$ cat src/rtl/uart_pkg.sv
// Shared types and frame constants for the UART transmitter.
package uart_pkg;

  typedef enum logic [1:0] {
    IDLE  = 2'd0,
    START = 2'd1,
    DATA  = 2'd2,
    STOP  = 2'd3
  } tx_state_t;

  localparam int DATA_BITS = 8;
  localparam int STOP_BITS = 1;

endpackage

$ cat src/rtl/uart_tx_if.sv
// Byte-write and status bundle between the bus-side logic and the UART transmitter.
interface uart_tx_if;

  logic       wr_en;
  logic [7:0] wr_data;
  logic       full;
  logic       empty;
  logic       overflow;
  logic       tx_busy;
  logic       tx;

  modport master (
    output wr_en,
    output wr_data,
    input  full,
    input  empty,
    input  overflow,
    input  tx_busy,
    input  tx
  );

  modport slave (
    input  wr_en,
    input  wr_data,
    output full,
    output empty,
    output overflow,
    output tx_busy,
    output tx
  );

endinterface

$ cat src/rtl/uart_tx_fifo.sv
// Synchronous first-word fall-through FIFO with registered full/empty flags.
module uart_tx_fifo #(
  parameter int DATA_W = 8,
  parameter int DEPTH  = 4
) (
  input  logic              clk,
  input  logic              reset,
  input  logic              push,
  input  logic [DATA_W-1:0] din,
  input  logic              pop,
  output logic [DATA_W-1:0] dout,
  output logic              full,
  output logic              empty
);

  localparam int PTR_W = (DEPTH > 2) ? $clog2(DEPTH) : 1;
  localparam int CNT_W = PTR_W + 1;
  localparam logic [CNT_W-1:0] CNT_FULL = CNT_W'(DEPTH);

  logic [DATA_W-1:0] mem_q [DEPTH];
  logic [PTR_W-1:0]  wptr_q, wptr_d;
  logic [PTR_W-1:0]  rptr_q, rptr_d;
  logic [CNT_W-1:0]  cnt_q, cnt_d;
  logic              full_q, full_d;
  logic              empty_q, empty_d;
  logic              push_ok_s;
  logic              pop_ok_s;

  // Pointer, count and flag next-state; a push into a full FIFO is refused.
  always_comb begin
    push_ok_s = push && !full_q;
    pop_ok_s  = pop && !empty_q;
    wptr_d    = wptr_q;
    rptr_d    = rptr_q;
    cnt_d     = cnt_q;
    if (push_ok_s) begin
      wptr_d = wptr_q + PTR_W'(1);
    end else begin
      wptr_d = wptr_q;
    end
    if (pop_ok_s) begin
      rptr_d = rptr_q + PTR_W'(1);
    end else begin
      rptr_d = rptr_q;
    end
    case ({push_ok_s, pop_ok_s})
      2'b10:   cnt_d = cnt_q + CNT_W'(1);
      2'b01:   cnt_d = cnt_q - CNT_W'(1);
      default: cnt_d = cnt_q;
    endcase
    full_d  = (cnt_d == CNT_FULL);
    empty_d = (cnt_d == CNT_W'(0));
  end

  // Pointer, count and flag registers.
  always_ff @(posedge clk or posedge reset) begin
    if (reset) begin
      wptr_q  <= PTR_W'(0);
      rptr_q  <= PTR_W'(0);
      cnt_q   <= CNT_W'(0);
      full_q  <= 1'b0;
      empty_q <= 1'b1;
    end else begin
      wptr_q  <= wptr_d;
      rptr_q  <= rptr_d;
      cnt_q   <= cnt_d;
      full_q  <= full_d;
      empty_q <= empty_d;
    end
  end

  // Storage array; contents need no reset since the count gates every read.
  always_ff @(posedge clk) begin
    if (push_ok_s) begin
      mem_q[wptr_q] <= din;
    end
  end

  assign dout  = mem_q[rptr_q];
  assign full  = full_q;
  assign empty = empty_q;

endmodule

$ cat src/rtl/uart_tx.sv
// 8N1 UART transmitter: TX FIFO feeding a start/data/stop serializer with a glitch-free tx flop.
module uart_tx
  import uart_pkg::*;
#(
  parameter int CLK_FREQ   = 100_000_000,
  parameter int BAUD       = 9600,
  parameter int FIFO_DEPTH = 4
) (
  input  logic      clk,
  input  logic      reset,
  uart_tx_if.slave  bus
);

  localparam int BIT_CYCLES = CLK_FREQ / BAUD;
  localparam int BAUD_W     = (BIT_CYCLES > 2) ? $clog2(BIT_CYCLES) : 1;
  localparam int IDX_W      = $clog2(DATA_BITS);
  localparam logic [BAUD_W-1:0] BAUD_LAST = BAUD_W'(BIT_CYCLES - 1);
  localparam logic [IDX_W-1:0]  IDX_LAST  = IDX_W'(DATA_BITS - 1);

  tx_state_t            state_q, state_d;
  logic [BAUD_W-1:0]    baud_q, baud_d;
  logic [IDX_W-1:0]     idx_q, idx_d;
  logic [DATA_BITS-1:0] shift_q, shift_d;
  logic                 tx_q, tx_d;
  logic                 busy_q, busy_d;
  logic                 ovf_q, ovf_d;

  logic                 pop_s;
  logic                 baud_end_s;
  logic [DATA_BITS-1:0] fifo_dout_s;
  logic                 fifo_full_s;
  logic                 fifo_empty_s;

  uart_tx_fifo #(
    .DATA_W (DATA_BITS),
    .DEPTH  (FIFO_DEPTH)
  ) u_fifo (
    .clk   (clk),
    .reset (reset),
    .push  (bus.wr_en),
    .din   (bus.wr_data),
    .pop   (pop_s),
    .dout  (fifo_dout_s),
    .full  (fifo_full_s),
    .empty (fifo_empty_s)
  );

  // Frame sequencer; tx and busy are derived from the next state so both stay registered.
  always_comb begin
    state_d    = state_q;
    baud_d     = baud_q;
    idx_d      = idx_q;
    shift_d    = shift_q;
    pop_s      = 1'b0;
    baud_end_s = (baud_q == BAUD_LAST);
    ovf_d      = bus.wr_en && fifo_full_s;

    case (state_q)
      IDLE: begin
        baud_d = BAUD_W'(0);
        if (!fifo_empty_s) begin
          shift_d = fifo_dout_s;
          pop_s   = 1'b1;
          state_d = START;
        end else begin
          state_d = IDLE;
        end
      end
      START: begin
        if (baud_end_s) begin
          baud_d  = BAUD_W'(0);
          idx_d   = IDX_W'(0);
          state_d = DATA;
        end else begin
          baud_d = baud_q + BAUD_W'(1);
        end
      end
      DATA: begin
        if (baud_end_s) begin
          baud_d  = BAUD_W'(0);
          shift_d = {1'b0, shift_q[DATA_BITS-1:1]};
          if (idx_q == IDX_LAST) begin
            idx_d   = IDX_W'(0);
            state_d = STOP;
          end else begin
            idx_d = idx_q + IDX_W'(1);
          end
        end else begin
          baud_d = baud_q + BAUD_W'(1);
        end
      end
      STOP: begin
        if (baud_end_s) begin
          baud_d = BAUD_W'(0);
          // Chain straight into the next start bit when another byte is waiting.
          if (!fifo_empty_s) begin
            shift_d = fifo_dout_s;
            pop_s   = 1'b1;
            state_d = START;
          end else begin
            state_d = IDLE;
          end
        end else begin
          baud_d = baud_q + BAUD_W'(1);
        end
      end
      default: begin
        baud_d  = BAUD_W'(0);
        idx_d   = IDX_W'(0);
        state_d = IDLE;
      end
    endcase

    case (state_d)
      START:   tx_d = 1'b0;
      DATA:    tx_d = shift_d[0];
      default: tx_d = 1'b1;
    endcase
    busy_d = (state_d != IDLE);
  end

  // Sequencer state, datapath and output registers.
  always_ff @(posedge clk or posedge reset) begin
    if (reset) begin
      state_q <= IDLE;
      baud_q  <= BAUD_W'(0);
      idx_q   <= IDX_W'(0);
      shift_q <= DATA_BITS'(0);
      tx_q    <= 1'b1;
      busy_q  <= 1'b0;
      ovf_q   <= 1'b0;
    end else begin
      state_q <= state_d;
      baud_q  <= baud_d;
      idx_q   <= idx_d;
      shift_q <= shift_d;
      tx_q    <= tx_d;
      busy_q  <= busy_d;
      ovf_q   <= ovf_d;
    end
  end

  assign bus.full     = fifo_full_s;
  assign bus.empty    = fifo_empty_s;
  assign bus.overflow = ovf_q;
  assign bus.tx_busy  = busy_q;
  assign bus.tx       = tx_q;

endmodule

$ cat src/flat_wrapper.sv
// flat-port wrapper written by rule: the top's interface ports become plain ports
module uart_tx_flat import uart_pkg::*;
#(
  parameter int CLK_FREQ   = 100_000_000,
  parameter int BAUD       = 9600,
  parameter int FIFO_DEPTH = 4
)
  (clk, reset, bus_wr_en, bus_wr_data, bus_full, bus_empty, bus_overflow, bus_tx_busy, bus_tx);
  uart_tx_if bus_i ();
  input  logic clk;
  input  logic reset;
  input wire logic [$bits(bus_i.wr_en)-1:0] bus_wr_en;
  input wire logic [$bits(bus_i.wr_data)-1:0] bus_wr_data;
  output wire logic [$bits(bus_i.full)-1:0] bus_full;
  output wire logic [$bits(bus_i.empty)-1:0] bus_empty;
  output wire logic [$bits(bus_i.overflow)-1:0] bus_overflow;
  output wire logic [$bits(bus_i.tx_busy)-1:0] bus_tx_busy;
  output wire logic [$bits(bus_i.tx)-1:0] bus_tx;
  assign bus_i.wr_en = bus_wr_en;
  assign bus_i.wr_data = bus_wr_data;
  assign bus_full = bus_i.full;
  assign bus_empty = bus_i.empty;
  assign bus_overflow = bus_i.overflow;
  assign bus_tx_busy = bus_i.tx_busy;
  assign bus_tx = bus_i.tx;
  uart_tx #(.CLK_FREQ(CLK_FREQ), .BAUD(BAUD), .FIFO_DEPTH(FIFO_DEPTH)) u_core (.clk(clk), .reset(reset), .bus(bus_i));
endmodule
$ cat config.mk
export PLATFORM = sky130hd
export DESIGN_NAME = uart_tx_flat
export DESIGN_NICKNAME = d
export VERILOG_FILES = /design/src/rtl/uart_pkg.sv /design/src/rtl/uart_tx_if.sv /design/src/rtl/uart_tx_fifo.sv /design/src/rtl/uart_tx.sv /design/src/flat_wrapper.sv
export SDC_FILE = /design/constraint.sdc
export NUM_CORES = 1
export LEC_CHECK = 0
export ABC_AREA = 0
export ABC_CLOCK_PERIOD_IN_PS = 6000
export BUFFER_PORTS_ARGS = -buffer_cell sky130_fd_sc_hd__buf_2
export CAP_MARGIN = 20
export CORE_UTILIZATION = 48
export CTS_CLUSTER_DIAMETER = 80
export DETAILED_ROUTE_END_ITERATION = 7
export SYNTH_ARGS = -nofsm -noshare
export SYNTH_HDL_FRONTEND = slang
export SYNTH_SLANG_ARGS = --single-unit
$ cat constraint.sdc
create_clock -name clk -period 6 [get_ports clk]
set_clock_uncertainty 0.15 [all_clocks]
set_input_delay 1.2 -clock clk [delete_from_list [all_inputs] [get_ports clk]]
set_output_delay 1.2 -clock clk [all_outputs]
set_load 0.03 [all_outputs]
======== After elaboration in Yosys (flattened, before gate mapping) ========
Memory sizes are Yosys's and may differ from the RTL's.
Index checks and enable logic that the tools add are counted.
cells by class
  $add $sub $neg .......................... 6
  equality and inequality tests ........... 13
  reductions and logical operators ........ 13
  muxes and demuxes ....................... 23
operators with widths
  kind                                           number
  one-hot mux 14 bit (2 select lines)            1
  2-to-1 mux 8 bit                               3
  one-hot mux 8 bit (3 select lines)             1
  adder 14 x 1 -> 14 bit, second input constant  1
  == test 14 bit, second input constant          1
  2-to-1 mux 14 bit                              1
  one-hot mux 3 bit (2 select lines)             2
  2-to-1 mux 3 bit                               3
  == test 2 bit, second input constant           4
  2-to-1 mux 2 bit                               4
  one-hot mux 2 bit (4 select lines)             1
  adder 3 x 1 -> 3 bit, second input constant    2
  == test 2 x 1 -> 1 bit, second input constant  3
  == test 3 bit, second input constant           2
  != test 2 x 1 -> 1 bit, second input constant  3
  AND reduction 3 bit                            2
  2-to-1 mux 1 bit                               5
  adder 2 x 1 -> 2 bit, second input constant    2
  one-hot mux 1 bit (2 select lines)             2
  nonzero test 2 bit                             2
  logical AND 1 bit                              3
  logical NOT 3 bit                              1
  nonzero test 3 bit                             1
  OR reduction 3 bit                             1
  other kinds (3)                                4
word-level totals
  input port bits ......................... 11
  memories ................................ 1
  bits in registers ....................... 39
  bits in writable memories ............... 32
  output and inout port bits .............. 5
  logic and storage cells ................. 69
memory list
  name                 depth  width  read ports  clocked after memory_dff  write ports  RTL line            text
  u_core.u_fifo.mem_q  4      8      1           0                         1            uart_tx_fifo.sv:20  logic [DATA_W-1:0] mem_q [DEPTH];

======== Depth between registers and ports, before layout ========
Gate-level depths: netlist of run 1.
  depth after elaboration ................. 7
  gate-level depth with buffers ........... 12

======== Cells and area by module ========
Synthesis of run 1 repeated with hierarchy kept, for this count alone.
second synthesis, totals
  cell total of the unflattened synthesis .. 255
  area, all modules ....................... 3,395.8 um^2
modules (own cells, without submodules)
  module        cells an instance  seq. area each (um^2)  area each (um^2)  instances
  uart_tx       163                752.0                  1,725.4           1
  uart_tx_fifo  92                 1,187.4                1,670.4           1

======== Least setup slack after synthesis of run 1 ========
Ideal clock, no wire load.
  path type ............................... reg-to-reg
  from .................................... reg u_core.baud_q[4]
  to ...................................... reg u_core.u_fifo.full_q (netlist: u_core.u_fifo.full)
  clock period less this slack ............ 3.254 ns
  arrival time ............................ 3.032 ns
  required time ........................... 5.777 ns
  library setup time ...................... 0.073 ns
  stages on the path, launching flop included .. 12
  path buffers ............................ 0
  slack ................................... 2.746 ns
  cell sequence ........................... dfrtp_1 > or4b_4 > nor4_2 > a21oi_1 > nor3_2 > ha_1 > inv_1 > fa_1 > xor2_1 > nor2_1 > xor2_1 > nor2b_1
between the ends
  longest elaborated chain between the ends .. 7
  elaborated cells on any way between the ends .. 8
  classes of those cells .................. 4 x eq/ne; 3 x mux; 1 x reduce/logical
RTL lines
  element                                                         RTL line            text
  start: declaration                                              uart_tx.sv:21       logic [BAUD_W-1:0] baud_q, baud_d;
  start signal: assignment                                        uart_tx.sv:134      baud_q <= baud_d;
  == test 14 bit *                                                uart_tx.sv:55       baud_end_s = (baud_q == BAUD_LAST);
  2-to-1 mux 1 bit *                                              uart_tx.sv:93       if (baud_end_s) begin
  one-hot mux 1 bit (2 select lines) *                            uart_tx.sv:58       case (state_q)
  logical AND 1 bit *                                             uart_tx_fifo.sv:32  pop_ok_s = pop && !empty_q;
  named net u_core.u_fifo.pop_ok_s                                uart_tx_fifo.sv:27  logic pop_ok_s;
  == test 2 x 1 -> 1 bit / == test 2 bit (equally long branches)  uart_tx_fifo.sv:46  case ({push_ok_s, pop_ok_s})
  one-hot mux 3 bit (2 select lines) *                            uart_tx_fifo.sv:46
  named net u_core.u_fifo.cnt_d[2]                                uart_tx_fifo.sv:23  logic [CNT_W-1:0] cnt_q, cnt_d;
  == test 3 bit *                                                 uart_tx_fifo.sv:51  full_d = (cnt_d == CNT_FULL);
  named net u_core.u_fifo.full_d                                  uart_tx_fifo.sv:24  logic full_q, full_d;
  end signal: assignment                                          uart_tx_fifo.sv:67  full_q <= full_d;
  end: declaration                                                uart_tx_fifo.sv:24
The timed path passes the listed nets; every way through them passes the cells marked *.
A chain may end at the register's enable or synchronous reset.

======== Worst setup path in the final report of run 1 ========
Same ends and word-level chain as after synthesis.

==> results of run 1 <==
-- metal layers --
| metal | wire length (um) | share of wire [%] | GRT usage (%) | vias up |
|---|---|---|---|---|
| met5 | 0 | 0 | 0 | - |
| met3 | 127 | 2.4 | 3.54 | 11 |
| met1 | 2830 | 53 | 24.2 | 921 |
| li1 | - | - | - | 937 |
| met2 | 2310 | 43 | 25.0 | 20 |
| met4 | 107 | 2.0 | 8.78 | 0 |
-- synth_stat cells, types with 2 or more instances --
library cell   n
dfrtp_1       37
nand2b_1       2
ha_1          14
a22o_1         2
o21ai_0        2
xor2_1        11
a21oi_1        2
edfxtp_1      32
dfstp_2        2
nor2_1        25
a2bb2oi_1      6
and2_1         5
nand3_1        4
o21ai_1       10
mux2i_1       10
o21a_1         7
nor3_1         2
xnor2_1        7
nand4_1        4
buf_1          3
nand2_1       14
clkbuf_1       5
mux4_2         7
nor2b_1        3
inv_1         17
-- cell type report --
| cell class | count | share of cell area [%] |
|---|---|---|
| Clock buffer | 10 | 3.54 |
| Clock inverter | 6 | 1.70 |
| Inverter | 18 | 1.87 |
| Multi-Input combinational cell | 156 | 34.1 |
| Sequential cell | 71 | 53.8 |
| Tap cell | 77 | 2.67 |
| Timing Repair Buffer | 16 | 2.29 |
-- placed cells by master, fill, tap and decap left out, types with 2 or more instances in the layout --
cell	synthesis	final
dfrtp_1	37	37
edfxtp_1	32	32
nor2_1	25	25
inv_1	17	17
buf_2	0	15
nand2_1	14	14
ha_1	14	14
xor2_1	11	11
o21ai_1	10	10
mux2i_1	10	10
clkbuf_8	0	9
mux4_2	7	7
xnor2_1	7	7
o21a_1	7	7
a2bb2oi_1	6	6
and2_1	5	5
nand4_1	4	4
nand3_1	4	4
nor2b_1	3	3
clkinvlp_4	0	3
nand2b_1	2	2
a22o_1	2	2
a21oi_1	2	2
o21ai_0	2	2
nor3_1	2	2
dfstp_2	2	2
-- power groups by stage --
stage          sequential, uW  combinational, uW  clock (uW)
2_1_floorplan             717                414           0
3_3_place_gp              745                503           0
3_5_place_dp              748                502           0
4_1_cts                   738                506         377
5_1_grt                   752                560         395
6_report                  735                496         365
-- critical path, stage by stage, from the launching register on --
cell and delay (ps):
dfrtp_1 440, or4b_4 560, nor4_2 490, a21oi_1 350, nor3_2 290, ha_1 230
inv_1 60, fa_1 370, xor2_1 150, nor2_1 110, xor2_1 230, nor2b_1 170
-- sequential cells by signal, summed over array words and instances (netlist names), 2 cells and up --
name and count:
u_core.u_fifo.mem_q 32, u_core.baud_q 14, u_core.shift_q 8, u_core.idx_q 3
u_core.u_fifo.cnt_q 3, u_core.state_q 2, u_core.u_fifo.rptr_q 2, u_core.u_fifo.wptr_q 2
-- logic make-up (layout without fill, tap and decap cells) --
logic type / after synthesis / in the layout
flops: 71 / 71
fa+ha+maj: 15 / 15
xor+xnor: 18 / 18
compound gates: 38 / 38
mux: 17 / 17
buf+inv: 27 / 50
simple gates: 68 / 68
-- worst paths after layout --
path	startpoint	endpoint	slack, ps	depth (start not counted)
setup / recovery	u_core.baud_q[4]	u_core.u_fifo.full	2340	11
hold / removal	u_core.baud_q[0]	u_core.baud_q[0]	310	1
setup reg to reg	u_core.baud_q[4]	u_core.u_fifo.full	2340	11
hold reg to reg	u_core.baud_q[0]	u_core.baud_q[0]	310	1
max in group asynchronous	reset	u_core.bus.tx	4530	3
min in group asynchronous	reset	u_core.u_fifo.wptr_q[0]	800	3
-- per-stage QoR --
stage	cell area (um2)	cells	setup WS, ps	utilization, %
floorplan	3280	254	2750	-
global placement	3420	338	2410	52.9
detailed placement	3420	338	2360	52.9
CTS	3610	354	2300	55.8
global route	3610	354	1990	55.8
finish	3610	354	2340	55.8
==> flow_metrics.py, run 1 <==
metrics = {
    "floorplanning": {
        "die_w_um": 84.7,
        "rows": 29,
        "pin_count": 16,
        "dieHeight_um": 84.7,
        "start_util_pct": 50.8,
        "coreArea_um2": 6460,
        "die-area_um2": 7170,
    },
    "power": {
        "p_int_uw": 1060,
        "p_total_uw": 1600,
        "cellPowerDensity_nw_per_um2": 443,
        "power_frac_seq_pct": 46.0,
        "p_comb_share_pct": 31.1,
        "p_switching_uw": 536,
        "p_leak_uw": 0.00146,
        "switching_share_pct": 33.6,
        "clkPwrFrac_pct": 22.9,
        "ir_drop_mv": 0.245,
    },
    "synth": {
        "synth_top_family_by_area": "simple AND/OR/NAND/NOR gates",
        "synth_edf_count": 32,
        "synth_compound_area_share_pct": 8.16,
        "ys_seq_area_share_pct": 59.1,
        "yosys.area_share.simple_pct": 10.8,
        "ys.flop_type": "dfrtp_1",
        "ys_ff_latch": 71,
        "synth_xor_area_share_pct": 4.81,
        "synth-adder-area-share_pct": 5.95,
        "synth_area_leaders": "edfxtp_1 29%, dfrtp_1 28%, ha_1 5.3%",
        "synth_top_area_cell": "edfxtp_1",
        "async_reset_ff_share_pct": 54.9,
        "netlist_instances": 254,
        "netlist_area_um2": 3280,
        "syn_area_per_cell_um2": 12.9,
        "synth_cell_types": 46,
        "synthMuxAreaShare_pct": 7.86,
        "yosysTopAreaCellShare_pct": 29.3,
        "yosysWarnings": 0,
        "syn-num-nets": 280,
    },
    "detailed_routing": {
        "wl_um": 5370,
        "num_vias": 1889,
        "via_per_inst": 5.34,
        "drt_iter0_markers": 91,
        "wl_per_cell_um": 15.2,
        "drcViolationCount": 0,
        "ant_nets": 0,
        "first_pass_iters": 6,
    },
    "cells_and_area": {
        "nets": 298,
        "areaGrowthSynthToFinish_pct": 9.96,
        "multiInputGateArea_um2": 1230,
        "antenna_cells": 0,
        "num-fill-cells": 554,
        "drive_above_1_share_pct": 17.3,
        "regArea_um2": 1940,
    },
    "timing": {
        "hold_viol_final": 0,
        "rsz0062_at_grt": "no",
        "tightest_slew_ps": 817,
        "finalSetupViolCount": 0,
        "min_period_ps": 3660,
        "fin_tns_setup_ps": 0,
        "relSlewSlack_pct": 45.2,
        "post-route-period-util_pct": 61.1,
        "max_freq_mhz": 273,
        "holdWs_ps": 314,
        "report.final.slew_viol_count": 0,
    },
    "global_routing": {
        "antenna_found_initial": 0,
        "grt_max_degree": 40,
        "grt_pass1_wl_um": 9180,
        "grt_usage_pct": 17.1,
        "grt_pass1_vias": 1890,
        "overflow": 0,
    },
    "clocking": {
        "cts_hold_buf": 0,
        "clock_sinks": 71,
        "post_cts_buffers": 0,
        "ctsResizeCount": 0,
        "cts_max_path_buffers": 2,
        "cts_tree": "built",
        "numCtsBuffers": 9,
        "cts_htree_levels": 3,
        "clkSlewWorstSetupHoldPaths_ps": 70,
        "cts_root_buffer": "clkbuf_8",
        "insertion_delay_ps": 340,
    },
    "critical_path": {
        "crit_path_end_kind": "register",
        "startpoint_type": "register",
        "crit_arrival_ps": 3790,
        "critical_path_class": "register to register",
        "cp.required_ps": 6120,
        "crit_path_max_fanout": 9,
    },
    "placed_design": {
        "place_congestion": 0.817,
        "hpwl_um": 3690,
        "io_buffers": 15,
    },
    "min_path": {
        "hp-class": "register to register",
    },
    "flow_run": {
        "max-cap-violations": 0,
    },
    "outcome": {
        "status": "complete, no violations",
    },
}
No activity file was read; power rests on OpenSTA's default activity.
==> inputs of run 2 (changes only) <==
Settings changed: ABC_CLOCK_PERIOD_IN_PS 6000 to 3000, PLACE_DENSITY from default to 0.67.
Clock period 6 ns to 3 ns, I/O delays scaled along.
==> run 2 against run 1 <==
Against the previous run:
- fmax grew 25%
- critical path depth is the same
- clock power grew to 2.5 times the previous value
- highest routed layer unchanged
- count of clock-buffer cells in the layout shrank 1
- core utilization grew 3.1 points
==> flow_metrics.py, run 2 (synthesized netlist as in run 1, its figures left out) <==
metrics = {
    "placed_design": {
        "hpwl_um": 3550,
        "dp_cells": 347,
        "placed_cell_area_um2": 3520,
        "io_buffers": 15,
        "place_congestion": 0.756,
    },
    "global_routing": {
        "use_met2_pct": 26.3,
        "grt_pass1_vias": 1989,
        "antenna_found_initial": 0,
        "grt_usage_pct": 17.5,
        "grt_pass1_wl_um": 9360,
        "met3_usage_pct": 5.60,
        "met1_usage_pct": 23.7,
        "top_usage_layer": "met2",
        "grt_max_degree": 40,
        "overflow": 0,
    },
    "floorplanning": {
        "pin_count": 16,
        "coreArea_um2": 6460,
        "start_util_pct": 50.8,
        "rows": 29,
        "die-area_um2": 7170,
        "dieHeight_um": 84.7,
        "die_w_um": 84.7,
    },
    "cells_and_area": {
        "multiInputGateArea_um2": 1270,
        "areaGrowthSynthToFinish_pct": 16.0,
        "design_area_um2": 3800,
        "top_register": "u_core.u_fifo.mem_q",
        "layout_commonest_cell": "dfrtp_1",
        "regArea_um2": 1940,
        "drive_above_1_share_pct": 23.7,
        "layout.cells.non_filler": 368,
        "fin_util_pct": 58.9,
        "top_regs": "u_core.u_fifo.mem_q x32, u_core.baud_q x14, u_core.shift_q x8",
        "largest_reg_flops": 32,
        "nets": 312,
        "antenna_cells": 0,
        "mostFrequentLayoutCells": "37 x dfrtp_1, 32 x edfxtp_1, 25 x nor2_1",
        "num-fill-cells": 511,
    },
    "critical_path": {
        "crit_path_max_fanout": 3,
        "crit_arrival_ps": 3070,
        "crit_path_end_kind": "register",
        "startpoint_type": "register",
        "critical_path_class": "register to register",
        "cp.required_ps": 3130,
    },
    "timing": {
        "rsz0062_at_grt": "yes",
        "finalSetupViolCount": 0,
        "max_freq_mhz": 340,
        "post-route-period-util_pct": 97.9,
        "tightest_slew_ps": 864,
        "relSlewSlack_pct": 42.0,
        "report.final.slew_viol_count": 0,
        "min_period_ps": 2940,
        "hold_viol_final": 0,
    },
    "detailed_routing": {
        "via_per_inst": 5.32,
        "wl_um": 5380,
        "ant_nets": 0,
        "drt_iter0_markers": 71,
        "first_pass_iters": 6,
        "wl_per_cell_um": 14.6,
        "num_vias": 1958,
        "drcViolationCount": 0,
    },
    "clocking": {
        "cts_hold_buf": 0,
        "cts_tree": "built",
        "insertion_delay_ps": 340,
        "cts_htree_levels": 3,
        "numCtsBuffers": 9,
        "clkSlewWorstSetupHoldPaths_ps": 70,
        "clock_sinks": 71,
        "cts_max_path_buffers": 2,
        "cts_root_buffer": "clkbuf_8",
    },
    "power": {
        "cellPowerDensity_nw_per_um2": 916,
        "p_total_uw": 3490,
        "p_leak_uw": 0.00159,
        "ir_drop_mv": 0.581,
    },
    "flow_run": {
        "max-cap-violations": 0,
    },
    "min_path": {
        "hp-class": "input port to async pin",
    },
    "outcome": {
        "status": "complete, no violations",
    },
}
run 2: worst paths after layout:
path	start	endpoint	slack (ps)	cells past startpoint
max reg2reg	u_core.baud_q[4]	u_core.u_fifo.full	60	11
min	reset	u_core.bus.overflow	220	3
max in group asynchronous	reset	u_core.bus.tx	2120	3
min reg2reg	u_core.baud_q[0]	u_core.baud_q[0]	310	1
max	u_core.baud_q[4]	u_core.u_fifo.full	60	11
min in group clk	u_core.baud_q[0]	u_core.baud_q[0]	310	1
run 2: layer usage:
metal	vias to the layer above	routed length, um	part of all wire (%)
li1	965	-	-
met1	949	2640	49
met2	36	2440	45
met3	8	219	4.1
met4	0	87	1.6
met5	-	0	0
run 2: what timing repair did:
item,CTS,global route
setup endpoints to repair,1,3
gates resized for setup,3,1
pin swaps,7,3
setup buffers,3,2
run 2: layout make-up:
type / instances / share of cell area, %
clock buffers: 9 / 3.26
clock inverters: 7 / 3.16
inverters: 18 / 1.78
multi-input cells: 156 / 33.4
flip-flops and latches: 71 / 51.0
well taps: 77 / 2.53
repair buffers: 30 / 4.93
run 2: through the flow:
step	setup TNS (ps)	hold slack, ps	setup WS (ps)
2_1_floorplan	0	283	17.7
3_3_place_gp	0	293	58.7
3_5_place_dp	0	309	6.21
4_1_cts	-21.7	220	-21.7
5_1_grt	-200	259	-125
6_report	0	216	62.1
run 2: power breakdown:
part	total (uW)	switching [uW]	internal, uW	leakage, uW
sequential	1470	197	1270	0.000793
clock	920	365	555	0.000120
combinational	1100	547	550	0.000678
total	3490	1110	2380	0.00159
run 2: worst max-delay path: stages, from the launching register on:
cell     delay (ps)
dfrtp_1         380
or4b_4          560
nor4_4          240
a21oi_4         110
nor3_4          160
ha_2            210
inv_2            40
fa_2            330
xor2_1          140
nor2_1          130
xor2_1          240
nor2b_2         180
